**config.mk**
```make
export PLATFORM = sky130hd
export DESIGN_NAME = ctrl_decode_pipe_flat
export DESIGN_NICKNAME = d
export VERILOG_FILES = /design/src/rtl/ctrl_decode_if.sv /design/src/rtl/ctrl_decode_pipe.sv /design/src/flat_wrapper.sv
export SDC_FILE = /design/constraint.sdc
export NUM_CORES = 1
export LEC_CHECK = 0
export CAP_MARGIN = 20
export CORE_MARGIN = 2
export CORE_UTILIZATION = 62
export CTS_BUF_LIST = sky130_fd_sc_hd__clkbuf_4 sky130_fd_sc_hd__clkbuf_8 sky130_fd_sc_hd__clkbuf_16
export DETAILED_ROUTE_END_ITERATION = 10
export DONT_BUFFER_PORTS = 1
export PLACE_DENSITY = 0.84
export SYNTH_ARGS = -nofsm -noshare
export SYNTH_HDL_FRONTEND = slang
export SYNTH_SLANG_ARGS = --single-unit
export TNS_END_PERCENT = 30
```
**constraint.sdc**
```tcl
create_clock -name clk_i -period 2.66 [get_ports clk_i]
set_clock_uncertainty 0.05 [all_clocks]
set_input_delay 0.266 -clock clk_i [delete_from_list [all_inputs] [get_ports clk_i]]
set_output_delay 0.266 -clock clk_i [all_outputs]
set_load 0.05 [all_outputs]
```
**src/rtl/ctrl_decode_if.sv**
```systemverilog
// ID-stage to ID/EX control-bank bus for the main-control decoder.
// master = IF/ID side driving the instruction; slave = the decoder.
interface ctrl_decode_if #(
  parameter int ALUOP_W    = 4,
  parameter int REG_ADDR_W = 5,
  parameter int CNT_W      = 16
);
  logic [31:0]           instr_i;
  logic                  instr_valid_i;
  logic                  flush_i;
  logic                  RegWrite_o, ALUSrc_o, RegDst_o, Branch_o, BranchNe_o;
  logic                  Jump_o, Link_o, MemRead_o, MemWrite_o, MemtoReg_o;
  logic [ALUOP_W-1:0]    ALU_op_o;
  logic [REG_ADDR_W-1:0] wr_reg_o;
  logic                  valid_o;
  logic                  stall_o;
  logic                  trap_o;
  logic [CNT_W-1:0]      stall_cnt_o;

  modport master (
    output instr_i, instr_valid_i, flush_i,
    input  RegWrite_o, ALUSrc_o, RegDst_o, Branch_o, BranchNe_o, Jump_o, Link_o,
           MemRead_o, MemWrite_o, MemtoReg_o, ALU_op_o, wr_reg_o, valid_o,
           stall_o, trap_o, stall_cnt_o
  );
  modport slave (
    input  instr_i, instr_valid_i, flush_i,
    output RegWrite_o, ALUSrc_o, RegDst_o, Branch_o, BranchNe_o, Jump_o, Link_o,
           MemRead_o, MemWrite_o, MemtoReg_o, ALU_op_o, wr_reg_o, valid_o,
           stall_o, trap_o, stall_cnt_o
  );
endinterface

```
**src/rtl/ctrl_decode_pipe.sv**
```systemverilog
// Pipelined MIPS-subset main-control decoder: registers ID/EX controls,
// inserts one load-use bubble per hazard and traps on illegal opcodes.
module ctrl_decode_pipe #(
  parameter int ALUOP_W    = 4,
  parameter int REG_ADDR_W = 5,
  parameter bit EXT_EN     = 1'b1,
  parameter int CNT_W      = 16
) (
  input  logic          clk_i,
  input  logic          rst_i,
  ctrl_decode_if.slave  bus
);
  localparam logic [5:0] OP_R = 6'd0, OP_J = 6'd2, OP_JAL = 6'd3, OP_BEQ = 6'd4,
                         OP_BNE = 6'd5, OP_ADDI = 6'd8, OP_SLTI = 6'd10,
                         OP_ORI = 6'd13, OP_LUI = 6'd15, OP_LW = 6'd35, OP_SW = 6'd43;

  typedef struct packed {
    logic                  reg_write, alu_src, reg_dst, branch, branch_ne;
    logic                  jump, link, mem_read, mem_write, mem_to_reg;
    logic [ALUOP_W-1:0]    alu_op;
    logic [REG_ADDR_W-1:0] wr_reg;
    logic                  valid;
  } ctl_t;

  typedef enum logic {ST_RUN, ST_TRAP} state_t;

  function automatic ctl_t bubble_f();
    ctl_t c;
    c        = '0;
    c.alu_op = '1;
    return c;
  endfunction

  state_t                 state_q, state_d;
  ctl_t                   ctl_q, ctl_d, dec;
  logic [CNT_W-1:0]       stall_cnt_q, stall_cnt_d;
  logic                   illegal, reads_rs, reads_rt, hazard, stall;
  logic [5:0]             op;
  logic [REG_ADDR_W-1:0]  rs, rt, rd;
  logic                   unused_bits;

  assign op          = bus.instr_i[31:26];
  assign rs          = REG_ADDR_W'(bus.instr_i[25:21]);
  assign rt          = REG_ADDR_W'(bus.instr_i[20:16]);
  assign rd          = REG_ADDR_W'(bus.instr_i[15:11]);
  assign unused_bits = ^bus.instr_i[10:0];

  // Operand-read flags follow the raw opcode, so illegal encodings can still
  // stall behind a load before they trap.
  always_comb begin
    dec        = bubble_f();
    dec.valid  = 1'b1;
    dec.wr_reg = rt;
    illegal    = 1'b0;
    reads_rs   = 1'b1;
    reads_rt   = 1'b0;
    case (op)
      OP_R: begin
        reads_rt = 1'b1;
        dec.reg_write = 1'b1; dec.reg_dst = 1'b1;
        dec.alu_op = ALUOP_W'(2); dec.wr_reg = rd;
      end
      OP_ADDI: begin
        dec.reg_write = 1'b1; dec.alu_src = 1'b1; dec.alu_op = ALUOP_W'(0);
      end
      OP_BEQ: begin
        reads_rt = 1'b1;
        dec.branch = 1'b1; dec.alu_op = ALUOP_W'(1);
      end
      OP_BNE: begin
        reads_rt = 1'b1;
        illegal  = !EXT_EN;
        dec.branch = 1'b1; dec.branch_ne = 1'b1; dec.alu_op = ALUOP_W'(1);
      end
      OP_SLTI: begin
        dec.reg_write = 1'b1; dec.alu_src = 1'b1; dec.alu_op = ALUOP_W'(3);
      end
      OP_LW: begin
        dec.reg_write = 1'b1; dec.alu_src = 1'b1; dec.mem_read = 1'b1;
        dec.mem_to_reg = 1'b1; dec.alu_op = ALUOP_W'(4);
      end
      OP_SW: begin
        reads_rt = 1'b1;
        dec.alu_src = 1'b1; dec.mem_write = 1'b1; dec.alu_op = ALUOP_W'(5);
      end
      OP_ORI: begin
        illegal = !EXT_EN;
        dec.reg_write = 1'b1; dec.alu_src = 1'b1; dec.alu_op = ALUOP_W'(6);
      end
      OP_LUI: begin
        reads_rs = 1'b0;
        illegal  = !EXT_EN;
        dec.reg_write = 1'b1; dec.alu_src = 1'b1; dec.alu_op = ALUOP_W'(7);
      end
      OP_J: begin
        reads_rs = 1'b0;
        dec.jump = 1'b1;
      end
      OP_JAL: begin
        reads_rs = 1'b0;
        illegal  = !EXT_EN;
        dec.jump = 1'b1; dec.link = 1'b1; dec.reg_write = 1'b1;
        dec.wr_reg = REG_ADDR_W'(31);
      end
      default: illegal = 1'b1;
    endcase
  end

  assign hazard = ctl_q.valid && ctl_q.mem_read && (ctl_q.wr_reg != '0) &&
                  bus.instr_valid_i &&
                  (((ctl_q.wr_reg == rs) && reads_rs) || ((ctl_q.wr_reg == rt) && reads_rt));

  always_comb begin
    state_d     = state_q;
    ctl_d       = bubble_f();
    stall_cnt_d = stall_cnt_q;
    stall       = 1'b0;
    case (state_q)
      ST_RUN: begin
        if (bus.flush_i) begin
          ctl_d = bubble_f();
        end else if (hazard) begin
          stall       = 1'b1;
          stall_cnt_d = (stall_cnt_q == '1) ? stall_cnt_q : stall_cnt_q + 1'b1;
        end else if (illegal && bus.instr_valid_i) begin
          state_d = ST_TRAP;
        end else if (bus.instr_valid_i) begin
          ctl_d = dec;
        end
      end
      ST_TRAP: begin
        if (bus.flush_i) state_d = ST_RUN;
        else             stall   = 1'b1;
      end
      default: state_d = ST_RUN;
    endcase
    if (rst_i) stall = 1'b0;
  end

  always_ff @(posedge clk_i) begin
    if (rst_i) begin
      state_q     <= ST_RUN;
      ctl_q       <= bubble_f();
      stall_cnt_q <= '0;
    end else begin
      state_q     <= state_d;
      ctl_q       <= ctl_d;
      stall_cnt_q <= stall_cnt_d;
    end
  end

  assign bus.RegWrite_o  = ctl_q.reg_write;
  assign bus.ALUSrc_o    = ctl_q.alu_src;
  assign bus.RegDst_o    = ctl_q.reg_dst;
  assign bus.Branch_o    = ctl_q.branch;
  assign bus.BranchNe_o  = ctl_q.branch_ne;
  assign bus.Jump_o      = ctl_q.jump;
  assign bus.Link_o      = ctl_q.link;
  assign bus.MemRead_o   = ctl_q.mem_read;
  assign bus.MemWrite_o  = ctl_q.mem_write;
  assign bus.MemtoReg_o  = ctl_q.mem_to_reg;
  assign bus.ALU_op_o    = ctl_q.alu_op;
  assign bus.wr_reg_o    = ctl_q.wr_reg;
  assign bus.valid_o     = ctl_q.valid;
  assign bus.stall_o     = stall;
  assign bus.trap_o      = (state_q == ST_TRAP);
  assign bus.stall_cnt_o = stall_cnt_q;
endmodule

```
**src/flat_wrapper.sv**
```systemverilog
// flat-port wrapper written by rule: the top's interface ports become plain ports
module ctrl_decode_pipe_flat 
#(
  parameter int ALUOP_W    = 4,
  parameter int REG_ADDR_W = 5,
  parameter bit EXT_EN     = 1'b1,
  parameter int CNT_W      = 16
)
  (clk_i, rst_i, bus_instr_i, bus_instr_valid_i, bus_flush_i, bus_RegWrite_o, bus_ALUSrc_o, bus_RegDst_o, bus_Branch_o, bus_BranchNe_o, bus_Jump_o, bus_Link_o, bus_MemRead_o, bus_MemWrite_o, bus_MemtoReg_o, bus_ALU_op_o, bus_wr_reg_o, bus_valid_o, bus_stall_o, bus_trap_o, bus_stall_cnt_o);
  ctrl_decode_if #(.ALUOP_W(ALUOP_W), .REG_ADDR_W(REG_ADDR_W), .CNT_W(CNT_W)) bus_i ();
  input  logic clk_i;
  input  logic rst_i;
  input wire logic [$bits(bus_i.instr_i)-1:0] bus_instr_i;
  input wire logic [$bits(bus_i.instr_valid_i)-1:0] bus_instr_valid_i;
  input wire logic [$bits(bus_i.flush_i)-1:0] bus_flush_i;
  output wire logic [$bits(bus_i.RegWrite_o)-1:0] bus_RegWrite_o;
  output wire logic [$bits(bus_i.ALUSrc_o)-1:0] bus_ALUSrc_o;
  output wire logic [$bits(bus_i.RegDst_o)-1:0] bus_RegDst_o;
  output wire logic [$bits(bus_i.Branch_o)-1:0] bus_Branch_o;
  output wire logic [$bits(bus_i.BranchNe_o)-1:0] bus_BranchNe_o;
  output wire logic [$bits(bus_i.Jump_o)-1:0] bus_Jump_o;
  output wire logic [$bits(bus_i.Link_o)-1:0] bus_Link_o;
  output wire logic [$bits(bus_i.MemRead_o)-1:0] bus_MemRead_o;
  output wire logic [$bits(bus_i.MemWrite_o)-1:0] bus_MemWrite_o;
  output wire logic [$bits(bus_i.MemtoReg_o)-1:0] bus_MemtoReg_o;
  output wire logic [$bits(bus_i.ALU_op_o)-1:0] bus_ALU_op_o;
  output wire logic [$bits(bus_i.wr_reg_o)-1:0] bus_wr_reg_o;
  output wire logic [$bits(bus_i.valid_o)-1:0] bus_valid_o;
  output wire logic [$bits(bus_i.stall_o)-1:0] bus_stall_o;
  output wire logic [$bits(bus_i.trap_o)-1:0] bus_trap_o;
  output wire logic [$bits(bus_i.stall_cnt_o)-1:0] bus_stall_cnt_o;
  assign bus_i.instr_i = bus_instr_i;
  assign bus_i.instr_valid_i = bus_instr_valid_i;
  assign bus_i.flush_i = bus_flush_i;
  assign bus_RegWrite_o = bus_i.RegWrite_o;
  assign bus_ALUSrc_o = bus_i.ALUSrc_o;
  assign bus_RegDst_o = bus_i.RegDst_o;
  assign bus_Branch_o = bus_i.Branch_o;
  assign bus_BranchNe_o = bus_i.BranchNe_o;
  assign bus_Jump_o = bus_i.Jump_o;
  assign bus_Link_o = bus_i.Link_o;
  assign bus_MemRead_o = bus_i.MemRead_o;
  assign bus_MemWrite_o = bus_i.MemWrite_o;
  assign bus_MemtoReg_o = bus_i.MemtoReg_o;
  assign bus_ALU_op_o = bus_i.ALU_op_o;
  assign bus_wr_reg_o = bus_i.wr_reg_o;
  assign bus_valid_o = bus_i.valid_o;
  assign bus_stall_o = bus_i.stall_o;
  assign bus_trap_o = bus_i.trap_o;
  assign bus_stall_cnt_o = bus_i.stall_cnt_o;
  ctrl_decode_pipe #(.ALUOP_W(ALUOP_W), .REG_ADDR_W(REG_ADDR_W), .EXT_EN(EXT_EN), .CNT_W(CNT_W)) u_core (.clk_i(clk_i), .rst_i(rst_i), .bus(bus_i));
endmodule
```
==> results of run 1 <==
-- flip-flops by register name, summed over array words and instances, names as in the netlist --
name	cells
u_core.bus.ALUSrc_o	1
u_core.bus.Jump_o	1
u_core.bus.RegWrite_o	1
u_core.bus.ALU_op_o	4
u_core.bus.stall_cnt_o	16
u_core.bus.trap_o	1
u_core.bus.RegDst_o	1
u_core.bus.Branch_o	1
u_core.bus.valid_o	1
u_core.bus.wr_reg_o	5
u_core.bus.MemWrite_o	1
u_core.bus.BranchNe_o	1
u_core.bus.MemRead_o	1
u_core.bus.Link_o	1
-- kinds of logic (layout without fill, tap and decap cells) --
group / after synthesis / after routing
buf+inv: 17 / 38
simple gates: 99 / 99
flops: 36 / 36
mux: 1 / 1
xor+xnor: 13 / 13
fa+ha+maj: 1 / 1
compound gates: 52 / 52
-- cell usage in the layout, fill, tap and decap left out, drive strengths merged, types with 2 or more instances in the layout --
master / Yosys / final
nand3: 9 / 9
nand4: 6 / 6
nand2b: 2 / 2
inv: 4 / 4
dlygate4sd3: 0 / 4
a21oi: 18 / 18
nor2: 18 / 18
and3: 5 / 5
or3: 9 / 9
and2: 2 / 2
buf: 7 / 23
or4: 10 / 10
nor3: 3 / 3
xor2: 2 / 2
nor4: 6 / 6
a21o: 2 / 2
nor2b: 2 / 2
xnor2: 11 / 11
o31ai: 8 / 8
clkbuf: 6 / 7
o21a: 2 / 2
nand4b: 2 / 2
nand2: 22 / 22
o21ai: 9 / 9
o22ai: 4 / 4
dfxtp: 36 / 36
-- power breakdown --
part | total, W | switching (W) | leakage, nW | internal (W)
clock network | 0.000313 | 0.000163 | 0.0374 | 0.000150
registers | 0.000547 | 0.00000607 | 0.290 | 0.000541
logic | 0.0000710 | 0.0000392 | 0.435 | 0.0000318
total | 0.000930 | 0.000208 | 0.763 | 0.000722
-- what timing repair did --
| item | CTS | global route |
|---|---|---|
| gates resized for setup | 0 | 2 |
| setup endpoints to repair | 0 | 9 |
| hold buffers | 4 | 0 |
| hold endpoints to repair | 20 | 0 |
-- stage by stage --
stage	hold slack (ns)	cells	worst slack, ns	area [µm²]
2_1_floorplan	0.295	219	0.0110	1840
3_3_place_gp	0.287	260	0.197	2000
3_5_place_dp	0.289	260	0.111	2000
4_1_cts	0.0295	271	0.0768	2100
5_1_grt	0.0232	271	0.0301	2120
6_report	0.0372	271	0.123	2120
-- worst reg2reg max path, delay by kind of cell, from the launching register on --
| family | cells | cell delay, ns |
|---|---|---|
| and+or+nand+nor | 4 | 1.50 |
| AOI/OAI and AO/OA | 2 | 0.41 |
| DFF | 1 | 0.32 |
| buffers and inverters | 1 | 0.20 |
-- cell type report --
type                    count  area [µm²]  area share, %
multi-input cells         166        1050           49.7
repair buffers             27         225           10.6
flip-flops and latches     36         721           34.0
clock buffers               7        65.1           3.07
inverters                   4        15.0          0.709
well taps                  31        38.8           1.83
-- worst max path at each step --
stage | start | endpoint | slack, ns | depth (start not counted)
after global routing | u_core.bus.wr_reg_o[1] | u_core.bus.wr_reg_o[4] | 0.03 | 7
final | u_core.bus.wr_reg_o[1] | u_core.bus.wr_reg_o[4] | 0.12 | 7
after global placement | u_core.bus.wr_reg_o[2] | u_core.bus.stall_cnt_o[15] | 0.20 | 7
after CTS | u_core.bus.wr_reg_o[1] | u_core.bus.stall_cnt_o[15] | 0.08 | 8
after detailed placement | u_core.bus.wr_reg_o[1] | u_core.bus.stall_cnt_o[9] | 0.11 | 8
after floorplan | u_core.bus.wr_reg_o[1] | u_core.bus.Branch_o | 0.01 | 7
-- per-layer routing --
| metal | up-vias | global-route usage [%] | wire length, µm |
|---|---|---|---|
| met2 | 130 | 43.7 | 2110 |
| met4 | 0 | 11.3 | 114 |
| li1 | 849 | - | - |
| met5 | - | 0 | 0 |
| met3 | 21 | 6.81 | 481 |
| met1 | 832 | 35.6 | 1850 |
==> impl_metrics.py, run 1 <==
metrics = {
    "sta": {
        "tightest_slew_ns": 0.662,
        "rsz0062_at_grt": "false",
        "setup_viol": 0,
        "setup_tns_ns": 0,
        "relSlewSlack_pct": 55.8,
        "fin_crit_ns": 2.54,
        "finalCritPeriodShare_pct": 95.4,
        "maxSlewViolCount": 0,
        "max_freq_ghz": 0.394,
        "hold_viol_final": 0,
    },
    "clocking": {
        "cts_setup_buffers": 0,
        "tritoncts": "built",
        "cts.path.max_buffers": 2,
        "clk_latency_ns": 0.33,
        "clk_pin_slew_ns": 0.09,
        "clock-sinks": 36,
        "ctsHtreeMaxLevel": 2,
        "cts_root_buffer": "clkbuf_4",
        "numCtsBuffers": 5,
    },
    "synth": {
        "synth_edf_count": 0,
        "syn-num-nets": 256,
        "synth_compound_area_share_pct": 18.5,
        "postSynth.asyncResetShare_pct": 0,
        "synth_cell_type_count": 47,
        "synth_mux_area_share_pct": 0.543,
        "yosys.area_share.simple_pct": 30.4,
        "ys_seq_elements": 36,
        "syn_area_per_cell_um2": 8.41,
        "synth_flop_cell": "dfxtp_1",
        "synth_top_area_share_pct": 39.1,
        "synth_fa_ha_area_share_pct": 0.679,
        "yosysWarnings": 0,
        "synth.area.top_cells": "dfxtp_1, xnor2_1, a21oi_1",
        "yosys.cell_count.top_type": "dfxtp_1",
        "synth_top_family_by_area": "simple AND/OR/NAND/NOR gates",
        "yosysTopAreaCell": "dfxtp_1",
        "synth-xor-area-share_pct": 6.18,
        "syn_area_um2": 1840,
        "synth_common_cells": "dfxtp_1, nand2_1, nor2_1",
        "syn_inst": 219,
        "synth_seq_area_share_pct": 39.1,
    },
    "floorplan": {
        "coreArea_um2": 2780,
        "num_rows": 19,
        "die_w_um": 58.5,
        "die_area_um2": 3420,
        "start_util_pct": 66.2,
        "chipHeight_um": 58.5,
        "num_io_pins": 74,
    },
    "setup_path": {
        "cp-start-kind": "flip-flop",
        "crit_chain": "or4_1 -> o2111ai_2 -> nor4_1 -> or2_1 -> or4_4 -> buf_4 -> a21oi_1",
        "critPathKind": "reg -> reg",
        "cp_slowest_cell": "or4_4",
        "worstRegToRegCells": 7,
        "worst-path-max-fanout": 10,
        "ff2ff_setup_slack_ns": 0.12,
        "critical_path.top_delay_family": "simple AND/OR/NAND/NOR gates",
        "critPathRequiredTime_ns": 2.87,
        "reg2reg_from": "u_core.bus.wr_reg_o[1]",
        "worst-path-buf-inv": 1,
        "end_kind": "flip-flop",
        "cp_slowest_stage_delay_ns": 0.58,
        "timing.rr.end": "u_core.bus.wr_reg_o[4]",
        "worstPathArrival_ns": 2.74,
    },
    "route": {
        "dr.first_iter.drc_count": 102,
        "viasPerCell": 6.76,
        "drt-wirelength-per-cell_um": 16.8,
        "drt_drc_violations_left": 0,
        "drt_pass1_iterations": 7,
        "routed_wl_mm": 4.55,
        "vias": 1832,
        "antenna_left": 0,
    },
    "finish": {
        "drive_above_1_share_pct": 17.5,
        "fillers": 195,
        "antenna_cells": 0,
        "final_nets": 277,
        "syn2layout_area_growth_pct": 14.9,
        "finish.utilization_pct": 76.1,
    },
    "hold_path": {
        "hold_depth": 2,
        "hp-start": "bus_instr_i[27]",
        "min_path_type": "in -> reg",
        "min_to": "u_core.bus.Jump_o",
    },
    "placement": {
        "routabilityCongestion": 0.867,
        "dp_hpwl_mm": 3.26,
        "port_buffers": 0,
    },
    "global_routing": {
        "grt_pass1_wl_mm": 7.34,
        "grt_overflow_total": 0,
        "grt_pass1_vias": 1708,
        "antenna_found_initial": 0,
        "grtUsageTotal_pct": 27.5,
        "grt_max_degree": 17,
    },
    "run_status": {
        "status": "complete, no violations",
    },
    "power": {
        "p_leak_nw": 0.763,
        "power.density_nw_per_um2": 439,
        "ir_drop_v": 0.000450,
        "finalPower_w": 0.000930,
    },
    "run": {
        "maxCapViolCount": 0,
    },
}
Power figures use the tool's default switching activity.
==> run 2: changes to the inputs <==
--- a/config.mk
+++ b/config.mk
@@ -12,6 +12,8 @@
 export DETAILED_ROUTE_END_ITERATION = 10
 export DONT_BUFFER_PORTS = 1
 export PLACE_DENSITY = 0.84
+export RECOVER_POWER = 100
+export REMOVE_ABC_BUFFERS = 1
 export SYNTH_ARGS = -nofsm -noshare
 export SYNTH_HDL_FRONTEND = slang
 export SYNTH_SLANG_ARGS = --single-unit
==> run 2 against run 1 <==
Combinational power barely moved; total power is 1.0% higher; hold slack got worse by 0.017 ns; maximum frequency decreased by 1.2%; via count down 2.2%; worst setup slack got worse by 0.030 ns; critical path depth unchanged; routed wire length is 1.5% higher; die area stayed put; clock power is 3% higher; critical endpoint is now u_core.bus.ALU_op_o[2].
==> impl_metrics.py, run 2 (synthesized netlist as in run 1, its figures left out) <==
metrics = {
    "run_status": {
        "status": "complete, no violations",
    },
    "sta": {
        "hold_viol_final": 0,
        "max_freq_ghz": 0.390,
        "finalCritPeriodShare_pct": 96.5,
        "tightest_slew_ns": 1.16,
        "relSlewSlack_pct": 23.0,
        "maxSlewViolCount": 0,
        "layout_setup_ws_ns": 0.0927,
        "setup_viol": 0,
        "fin_crit_ns": 2.57,
        "setup_tns_ns": 0,
        "hold_ws_ns": 0.0198,
    },
    "route": {
        "drt_pass1_iterations": 5,
        "drt-wirelength-per-cell_um": 16.9,
        "dr.first_iter.drc_count": 98,
        "viasPerCell": 6.56,
        "vias": 1792,
        "antenna_left": 0,
        "drt_drc_violations_left": 0,
        "routed_wl_mm": 4.62,
    },
    "clocking": {
        "cts.path.max_buffers": 2,
        "cts_root_buffer": "clkbuf_4",
        "tritoncts": "built",
        "clk_latency_ns": 0.34,
        "ctsHtreeMaxLevel": 2,
        "clock-sinks": 36,
        "clk_pin_slew_ns": 0.10,
        "numCtsBuffers": 5,
    },
    "placement": {
        "dpl_worst_slack_ns": 0.118,
        "dpl_cell_area_um2": 2000,
        "routabilityCongestion": 0.822,
        "port_buffers": 0,
        "dp_hpwl_mm": 3.32,
    },
    "global_routing": {
        "antenna_found_initial": 0,
        "grt_overflow_total": 0,
        "grt_max_degree": 17,
        "grt_pass1_vias": 1717,
        "grtUsageTotal_pct": 28.6,
        "grt_pass1_wl_mm": 7.49,
    },
    "floorplan": {
        "coreArea_um2": 2780,
        "die_w_um": 58.5,
        "num_rows": 19,
        "start_util_pct": 66.2,
        "num_io_pins": 74,
        "die_area_um2": 3420,
        "chipHeight_um": 58.5,
    },
    "setup_path": {
        "worst-path-max-fanout": 9,
        "critPathRequiredTime_ns": 2.82,
        "cp-start-kind": "flip-flop",
        "critPathKind": "reg -> reg",
        "end_kind": "flip-flop",
        "worstPathArrival_ns": 2.72,
    },
    "power": {
        "ir_drop_v": 0.000496,
        "power.density_nw_per_um2": 454,
        "finalPower_w": 0.000940,
        "p_leak_nw": 0.701,
    },
    "finish": {
        "drive_above_1_share_pct": 11.2,
        "final_nets": 278,
        "antenna_cells": 0,
        "syn2layout_area_growth_pct": 12.3,
        "fillers": 205,
        "final_common_cell": "dfxtp_1",
        "design_area_um2": 2070,
        "mostFrequentLayoutCells": "dfxtp_1, nand2_1, nor2_1",
        "largest_register_ffs": 16,
    },
    "hold_path": {
        "min_path_type": "in -> reg",
    },
    "run": {
        "maxCapViolCount": 0,
    },
}
[run 2: final timing paths]
path / start / end / slack [ns] / cells after the start
setup reg to reg: u_core.bus.wr_reg_o[1] / u_core.bus.ALU_op_o[2] / 0.09 / 7
setup / recovery: u_core.bus.wr_reg_o[1] / u_core.bus.ALU_op_o[2] / 0.09 / 7
hold / removal: bus_instr_i[16] / u_core.bus.wr_reg_o[0] / 0.02 / 2
hold reg to reg: u_core.bus.stall_cnt_o[11] / u_core.bus.stall_cnt_o[11] / 0.50 / 2
[run 2: repair_timing]
| action | in CTS | in global routing |
|---|---|---|
| hold endpoints to repair | 20 | 1 |
| setup endpoints to repair | 0 | 8 |
| gates resized for setup | 0 | 2 |
| hold buffers | 4 | 1 |
| buffers inserted | 0 | 0 |
[run 2: power by group]
part           internal (W)  switching (W)  total (W)  leakage (nW)
registers          0.000541     0.00000601   0.000547         0.290
logic             0.0000324      0.0000388  0.0000712         0.371
clock network      0.000151       0.000171   0.000322        0.0394
[run 2: routing by layer]
metal | GRT usage, % | vias up | wire [µm]
li1 | - | 849 | -
met1 | 35.1 | 840 | 1890
met2 | 45.4 | 87 | 2250
met3 | 9.01 | 16 | 371
met4 | 13.6 | 0 | 119
met5 | 0 | - | 0
[run 2: final cells by class]
type	instances	area, µm²	area share (%)
Clock buffer	8	66.3	3.21
Inverter	4	15.0	0.726
Multi-Input combinational cell	166	1050	50.9
Sequential cell	36	721	34.8
Tap cell	31	38.8	1.88
Timing Repair Buffer	28	175	8.47
[run 2: worst max-delay path, stage by stage (launching register included)]
cell and delay, ns:
dfxtp_1 0.32, or4_1 0.54, o2111ai_2 0.31, nor4_1 0.13, or2_1 0.24, or4_4 0.62
inv_2 0.12, nand4_1 0.10
[run 2: through the flow]
stage | instances | util, %
2_1_floorplan | 206 | -
3_3_place_gp | 260 | 71.8
3_5_place_dp | 260 | 71.8
4_1_cts | 272 | 75.6
5_1_grt | 273 | 74.4
6_report | 273 | 74.4
